<file path="src/rtl/wtm_pkg.sv">
// Shared constants and helpers for the Wallace-tree multiplier.
// Row scheduling functions size each reduction layer at elaboration.
package wtm_pkg;

  localparam int WTM_WIDTH = 32;
  localparam int WTM_PW    = 2 * WTM_WIDTH;

  // Rows left after l layers of 3:2 compression starting from n rows.
  function automatic int wtm_rows(int n, int l);
    int r;
    r = n;
    for (int k = 0; k < 64; k++) begin
      if (k < l && r > 2)
        r = r - r / 3;
    end
    return r;
  endfunction

  function automatic int wtm_depth(int n);
    int r;
    int d;
    r = n;
    d = 0;
    for (int k = 0; k < 64; k++) begin
      if (r > 2) begin
        r = r - r / 3;
        d = d + 1;
      end
    end
    return d;
  endfunction

  function automatic int wtm_off(int n, int l);
    return wtm_rows(n, l);
  endfunction

  localparam int WTM_DEPTH = wtm_depth(WTM_WIDTH);

  // Set when bits [2w-1:w-1] are not a pure sign extension.
  function automatic logic wtm_ovf(
    logic [WTM_PW-1:0] p,
    int                w
  );
    logic s;
    logic m;
    s = 1'b0;
    m = 1'b0;
    for (int i = 0; i < WTM_PW; i++) begin
      if (i == w - 1)
        s = p[i];
    end
    for (int i = 0; i < WTM_PW; i++) begin
      if (i >= w && i < 2 * w && p[i] != s)
        m = 1'b1;
    end
    return m;
  endfunction

endpackage

</file>
<file path="src/rtl/wtm_csa.sv">
// Row-wide 3:2 carry-save compressor.
// Carry row is pre-shifted left by one; the top carry is dropped.
module wtm_csa
  import wtm_pkg::*;
#(
  parameter int W = WTM_PW
) (
  input  logic [W-1:0] i_a,
  input  logic [W-1:0] i_b,
  input  logic [W-1:0] i_c,
  output logic [W-1:0] o_sum,
  output logic [W-1:0] o_carry
);

  assign o_sum = i_a ^ i_b ^ i_c;

  assign o_carry = {
    (i_a[W-2:0] & i_b[W-2:0]) |
    (i_a[W-2:0] & i_c[W-2:0]) |
    (i_b[W-2:0] & i_c[W-2:0]),
    1'b0
  };

endmodule

</file>
<file path="src/rtl/wallace_tree_multiplier.sv">
// Signed Baugh-Wooley multiplier with Wallace-tree reduction,
// final carry-propagate add and a single output register.
module wallace_tree_multiplier
  import wtm_pkg::*;
#(
  parameter int WIDTH = WTM_WIDTH
) (
  input  logic                 clk,
  input  logic                 reset,
  input  logic [WIDTH-1:0]     multiplicand,
  input  logic [WIDTH-1:0]     multiplier,
  output logic [2*WIDTH-1:0]   product,
  output logic                 overflow
);

  localparam int PW    = 2 * WIDTH;
  localparam int DEPTH = wtm_depth(WIDTH);

  logic [PW-1:0] w_pp [WIDTH];
  logic [PW-1:0] w_sum;
  logic [PW-1:0] r_product;
  logic          r_overflow;

  // Cross terms of exactly one sign bit are inverted.
  for (genvar i = 0; i < WIDTH; i++) begin : g_pp
    logic [WIDTH-1:0] w_bits;
    for (genvar j = 0; j < WIDTH; j++) begin : g_bit
      localparam logic INV =
        ((i == WIDTH - 1) != (j == WIDTH - 1));
      assign w_bits[j] =
        (multiplicand[j] & multiplier[i]) ^ INV;
    end
    if (i == 0) begin : g_row0
      assign w_pp[i] = {
        1'b1,
        {(WIDTH-2){1'b0}},
        1'b1,
        w_bits
      };
    end else begin : g_rown
      assign w_pp[i] = {
        {(WIDTH-i){1'b0}},
        w_bits,
        {i{1'b0}}
      };
    end
  end

  for (genvar l = 0; l < DEPTH; l++) begin : g_layer
    localparam int N  = wtm_rows(WIDTH, l);
    localparam int G  = N / 3;
    localparam int R  = N % 3;
    localparam int NO = 2 * G + R;

    logic [PW-1:0] w_in  [N];
    logic [PW-1:0] w_out [NO];

    for (genvar k = 0; k < N; k++) begin : g_src
      if (l == 0) begin : g_first
        assign w_in[k] = w_pp[k];
      end else begin : g_next
        assign w_in[k] = g_layer[l-1].w_out[k];
      end
    end

    for (genvar g = 0; g < G; g++) begin : g_csa
      wtm_csa #(
        .W (PW)
      ) u_csa (
        .i_a     (w_in[3*g]),
        .i_b     (w_in[3*g+1]),
        .i_c     (w_in[3*g+2]),
        .o_sum   (w_out[2*g]),
        .o_carry (w_out[2*g+1])
      );
    end

    for (genvar r = 0; r < R; r++) begin : g_pass
      assign w_out[2*G+r] = w_in[3*G+r];
    end
  end

  assign w_sum = g_layer[DEPTH-1].w_out[0]
               + g_layer[DEPTH-1].w_out[1];

  always_ff @(posedge clk or negedge reset) begin
    if (!reset) begin
      r_product  <= '0;
      r_overflow <= 1'b0;
    end else begin
      r_product  <= w_sum;
      r_overflow <= wtm_ovf(w_sum, WIDTH);
    end
  end

  assign product  = r_product;
  assign overflow = r_overflow;

endmodule

</file>
<file path="config.mk">
export PLATFORM = sky130hd
export DESIGN_NAME = wallace_tree_multiplier
export DESIGN_NICKNAME = d
export VERILOG_FILES = /design/src/rtl/wtm_pkg.sv /design/src/rtl/wtm_csa.sv /design/src/rtl/wallace_tree_multiplier.sv
export SDC_FILE = /design/constraint.sdc
export NUM_CORES = 2
export LEC_CHECK = 0
export CAP_MARGIN = 20
export CORE_MARGIN = 4
export CORE_UTILIZATION = 45
export CTS_CLUSTER_DIAMETER = 150
export DETAILED_ROUTE_END_ITERATION = 10
export PLACE_DENSITY_LB_ADDON = 0.3
export SLEW_MARGIN = 20
export SYNTH_ARGS = -nofsm -noshare
export SYNTH_HDL_FRONTEND = slang
export SYNTH_SLANG_ARGS = --single-unit
</file>
<file path="constraint.sdc">
create_clock -name clk -period 0.8 [get_ports clk]
set_input_delay 0.12 -clock clk [delete_from_list [all_inputs] [get_ports clk]]
set_output_delay 0.12 -clock clk [all_outputs]
set_load 0.02 [all_outputs]
</file>
**Yosys cells after proc, flatten, opt, wreduce, memory -nomap -nowiden**

Index checks and enable logic that the tools add are counted.

- Input bits: 66
- Flip-flop bits (word level): 65
- Output and inout port bits: 65
- Word-level logic and storage cells: 1363

- Mux-type cells: 32
- Equality and inequality tests: 32
- Bitwise operators: 1296
- $add $sub $neg: 1

Operators with widths:

| cell | count |
|---|---|
| $or A63 B63 Y63 | 60 |
| $and A63 B63 Y63 | 58 |
| $xor A64 B64 Y64 | 38 |
| $and A1 B1 Y1 | 1024 |
| $and A63 B62 Y63 | 2 |
| $and A33 B34 Y34 | 2 |
| $add A64 B64 Y64 | 1 |
| $xor A64 B33 Y64 | 1 |
| $xor A64 B34 Y64 | 1 |
| $xor A64 B37 Y64 | 1 |
| $xor A64 B40 Y64 | 1 |
| $xor A64 B43 Y64 | 1 |
| $xor A64 B46 Y64 | 1 |
| $xor A64 B49 Y64 | 1 |
| $xor A64 B52 Y64 | 1 |
| $xor A64 B55 Y64 | 1 |
| $xor A64 B58 Y64 | 1 |
| $xor A64 B61 Y64 | 1 |
| $xor A64 B62 Y64 | 1 |
| $xor A64 B63 Y64 | 1 |
| $not A1 Y1 | 62 |
| $and A59 B61 Y61 | 1 |
| $and A60 B61 Y61 | 1 |
| $and A59 B60 Y60 | 1 |
| other kinds (36) | 98 |

**Depth between registers and ports, before layout**

- Word-level depth: 60
- Mapped depth: 30

**Modules after synthesis**

A second synthesis with hierarchy kept.

- Cell total of the unflattened synthesis: 3857
- Area, all modules: 51488.1 um^2

By module, submodules not included:

| module | area each (um^2) | times used | seq. area each (um^2) | cells each |
|---|---|---|---|---|
| wtm_csa | 1296.2 | 30 | 0.0 | 66 |
| wallace_tree_multiplier | 12600.8 | 1 | 1626.6 | 1877 |

**Worst setup path before layout**

Ideal clock, no wire load.

- Path type: input to register
- From: in multiplier[23]
- To: reg r_overflow, in the netlist overflow
- Data required time: 0.656 ns
- Stages: 29
- Arrival time: 7.542 ns
- Slack: -6.885 ns
- Library setup time: 0.144 ns
- Path through: clkbuf_1 nand2_1 fa_1 inv_1 fa_1 inv_1 fa_1 inv_1 fa_1 inv_1 fa_1 fa_1 inv_1 fa_1 inv_1 fa_1 inv_1 ha_1 clkbuf_1 a21oi_1 o21a_1 o21ai_0 a311o_1 nor4_2 o31ai_2 xnor2_1 or4b_1 a221oi_1 o2111ai_1

- Elaborated cells on any way between the ends: 173
- Classes of those cells: add/sub: 1; eq/ne: 32; mux: 32; bitwise: 108

RTL lines:

| item | line | RTL |
|---|---|---|
| from (decl) | wallace_tree_multiplier.sv:11 | `input logic [WIDTH-1:0] multiplier,` |
| $and A1 B1 Y1 | wallace_tree_multiplier.sv:31 | `(multiplicand[j] & multiplier[i]) ^ INV;` |
| $and A53 B55 Y55 | wtm_csa.sv:19 | `(i_a[W-2:0] & i_c[W-2:0]) \|` |
| $or A63 B63 Y63 | wtm_csa.sv:18 | `(i_a[W-2:0] & i_b[W-2:0]) \|` |
| $or A63 B63 Y63 | wtm_csa.sv:19 |  |
| $and A63 B63 Y63, on equally long branches | wtm_csa.sv:18, wtm_csa.sv:19 |  |
| $or A63 B63 Y63 | wtm_csa.sv:18 |  |
| $or A63 B63 Y63 | wtm_csa.sv:19 |  |
| $and A63 B63 Y63 | wtm_csa.sv:19 |  |
| [... 11 more ...] | -- |  |
| $or A63 B63 Y63 | wtm_csa.sv:19 |  |
| $and A63 B63 Y63 | wtm_csa.sv:18 |  |
| $or A63 B63 Y63 | wtm_csa.sv:18 |  |
| $or A63 B63 Y63 | wtm_csa.sv:19 |  |
| $add A64 B64 Y64 (*) | wallace_tree_multiplier.sv:84 | `+ g_layer[DEPTH-1].w_out[1];` |
| via w_sum[51] | wallace_tree_multiplier.sv:20 | `logic [PW-1:0] w_sum;` |
| $ne A1 B1 Y1 (*) | wtm_pkg.sv:53 | `if (i >= w && i < 2 * w && p[i] != s)` |
| $mux W1 (*) (13 in series) | wtm_pkg.sv:53 |  |
| to (signal assigned) | wallace_tree_multiplier.sv:92 | `r_overflow <= wtm_ovf(w_sum, WIDTH);` |
| to (decl) | wallace_tree_multiplier.sv:22 | `logic r_overflow;` |

The timed path passes the listed nets; every way through them passes the cells marked *.

**Final worst setup path**

- From: in multiplier[29]
- To: reg r_overflow, in the netlist overflow

- Cells in the longest elaborated chain, start to end: 53
- Elaborated cells on any way between the ends: 148
- Classes of those cells: add/sub: 1; eq/ne: 32; mux: 32; bitwise: 83

Ends and longest elaborated chain:

| item | line | RTL |
|---|---|---|
| $and A1 B1 Y1 | wallace_tree_multiplier.sv:31 |  |
| $and A59 B61 Y61 | wtm_csa.sv:19 |  |
| $or A63 B63 Y63 | wtm_csa.sv:18 |  |
| $or A63 B63 Y63 | wtm_csa.sv:19 |  |
| $and A63 B63 Y63 / $xor A64 B64 Y64 (equally long branches) | wtm_csa.sv:18, wtm_csa.sv:15 |  |
| $or A63 B63 Y63 / $xor A64 B62 Y64 (equally long branches) | wtm_csa.sv:18, wtm_csa.sv:15 |  |
| $or A63 B63 Y63 / $xor A64 B64 Y64 (equally long branches) | wtm_csa.sv:19, wtm_csa.sv:15 |  |
| $xor A64 B64 Y64 / $xor A64 B63 Y64 (equally long branches) | wtm_csa.sv:15 | `assign o_sum = i_a ^ i_b ^ i_c;` |
| [... 6 more ...] | -- |  |
| $or A63 B63 Y63 (tied with other cells) | wtm_csa.sv:19 |  |
| $xor A64 B64 Y64 (tied with other cells) (4 in series) | wtm_csa.sv:15 |  |
| $add A64 B64 Y64 (*) | wallace_tree_multiplier.sv:84 |  |
| $ne A1 B1 Y1 (tied with other cells) | wtm_pkg.sv:53 |  |
| $mux W1 (tied with other cells) (2 in series) | wtm_pkg.sv:53 |  |
| $mux W1 / $ne A1 B1 Y1 (equally long branches) | wtm_pkg.sv:53 |  |
| $mux W1 (28 in series) | wtm_pkg.sv:53 |  |
| $mux W1 (*) | wtm_pkg.sv:53 |  |

Every way passes the cells marked *; elsewhere a longest branch is shown, timed or not.

==> impl_metrics.ini <==
[worst_hold_path]
timing.hold.worst.class = in2async

[yosys]
yosysUniqueCellTypes = 71
synthTopCellsByArea = fa_1 (52%), and2_1 (11%), inv_1 (9.8%), ha_1 (7.6%), nand2_1 (4.7%)
ys_seq_area_share_pct = 4.64
ys.flop_type = dfrtp_1
syn_area_per_cell_um2 = 9.22
async_reset_ff_share_pct = 100
synth_fa_ha_area_share_pct = 59.5
synth-compound-area-share_pct = 4.22
synth.area.mux_share_pct = 0.0856
yosysWarnings = 0
synth.largest_area_cell = fa_1
synth_top_family_by_area = adder cells
synth_xor_area_share_pct = 1.02
synth_fp_nets = 4991
synth_commonest_cells = inv_1 (914), fa_1 (908), and2_1 (643)
synth_most_common_cell = inv_1
synth.ff_latch_count = 65
syn_inst = 3803
netlist.area_leader.share_pct = 51.8
syn-cell-area_um2 = 35100
synthSimpleGateAreaFrac_pct = 18.4
synth_edf_count = 0

[die]
die_w_um = 287
rows = 102
die_y_um = 287
ios = 131
coreArea_um2 = 77300
floorplan.initialDensity_pct = 45.3
dieArea_um2 = 82400

[sta]
fin_crit_sh_pct = 928
max_slew_margin_pct = 66.4
holdWs_ps = 256
slew_viol_final = 0
hold_violations = 0
setup_viol = 129
grt_setup_unrepaired = true
min_period_ps = 7430
tightest_slew_ps = 505
worst_slack_ps = -6630
max_freq_ghz = 0.135

[clocking]
cts.sinks = 65
ctsLongestPathBuffers = 2
htree_levels = 3
clk_pin_slew_ps = 60
cts_tree = done
numCtsBuffers = 9
ctsRootBufferMaster = clkbuf_16

[run_status]
violations = setup timing
outcome = finished, violations left

[critical_path]
cpMaxStageDelayCell = fa_1
start_kind = input port
critPathMostFrequentCell = fa_1
worstPathArrival_ps = 7630
crit_path_end_kind = flop
worst_path_largest_cell_delay_ps = 540
setup.worst_path.class = in2reg
cp.required_ps = 1010
worstPathMaxFanout = 6

[job]
cap_viol_max_count = 0

[global_routing]
grtUsageTotal_pct = 28.9
grt_max_degree = 23
grt-ovfl-total = 0
grt_antenna_before_repair = 6
grt_pass1_wl_mm = 182
grt_pass1_vias = 32400

[cells_and_area]
finalNetCount = 5671
syn2layout_area_growth_pct = 40.8
drive_above_1_share_pct = 34.3

[placed_design]
port_buffers = 130
place_hpwl_mm = 84.8
gp_congestion = 0.904

[route]
wire_per_inst_um = 21.3
drt-pass1-iter-count = 8
ant_nets = 0
routed_via_density = 5.24
vias = 29000
route.detailed.drc = 0
wl_mm = 118
drt_iter0_drc = 1970
==> routing by layer <==
layer	vias to the layer above	share of wire (%)	GRT usage (%)
met5	-	0	0
met4	0	7.0	15.3
met3	443	7.6	5.47
met2	1280	49	49.4
met1	14900	36	34.9
li1	12400	-	-
==> flip-flops by register name, indices dropped and copies added, names as in the netlist <==
name / cells
product: 64
overflow: 1
==> kinds of logic after synthesis <==
kind of cell / count (synthesis)
mux: 3
flops: 65
simple gates: 1219
xor+xnor: 41
fa+ha+maj: 1122
compound gates: 221
buf+inv: 1132
==> stage by stage <==
stage,cells,utilization [%],area (um^2),setup WS [ps],TNS [ps]
finish,5532,63.8,49400,-6630,-326810
CTS,5487,62.1,48000,-6650,-349290
floorplan,3803,-,37300,-6420,-288650
detailed placement,5264,55.7,43100,-7470,-383050
global placement,5264,55.7,43100,-7380,-381910
global route,5527,63.8,49300,-6830,-337500
==> timing repair <==
action | in CTS | in global routing
resized for setup | 827 | 578
gates cloned | 47 | 4
pin swaps | 293 | 227
setup endpoints to repair | 130 | 129
hold endpoints to repair | 6 | 0
buffers inserted | 166 | 58
hold buffers | 1 | 0
==> worst max-delay path by stage <==
stage | slack (ps) | startpoint | cells past startpoint | endpoint
6_report | -6630 | multiplier[29] | 30 | overflow
2_1_floorplan | -6420 | multiplicand[25] | 28 | overflow
3_3_place_gp | -7380 | multiplier[29] | 31 | overflow
5_1_grt | -6830 | multiplicand[18] | 32 | overflow
3_5_place_dp | -7470 | multiplier[29] | 31 | overflow
4_1_cts | -6650 | multiplier[29] | 30 | overflow
==> placed cells by master (no fill, tap or decap), drive strengths merged, types with 5 or more instances in the layout <==
master	instances
a211oi	11
a31oi	8
o21bai	6
fa	908
nand2	442
and3	8
o21ai	43
nor2b	7
o21a	5
o211ai	9
and4	7
and2	643
xnor2	24
xor2	17
bufbuf	33
ha	214
o31ai	5
nor2	40
diode	5
nor4	9
nand3	8
dfrtp	65
buf	836
nor3	12
inv	915
a21o	27
nand4	23
clkbuf	18
or4	6
a21oi	65
==> worst max-delay path: cells and delay by family <==
kind / cells / cell delay (ps)
and+or+nand+nor: 8 / 1850
AOI/OAI and AO/OA: 2 / 200
adders and majority gates: 9 / 4280
muxes: 1 / 190
buffers and inverters: 10 / 940
==> area by class of cell <==
type	instances	area, um^2
multi-input cells	2606	32500
fillers	5891	28000
repair buffers	887	10300
inverters	914	3430
flip-flops and latches	65	1630
well taps	1040	1300
clock buffers	9	225
clock inverters	6	43.8
diodes	5	12.5
Power is not shown: default switching activity piles up to over one toggle a cycle in this logic, so the estimate is an artifact.
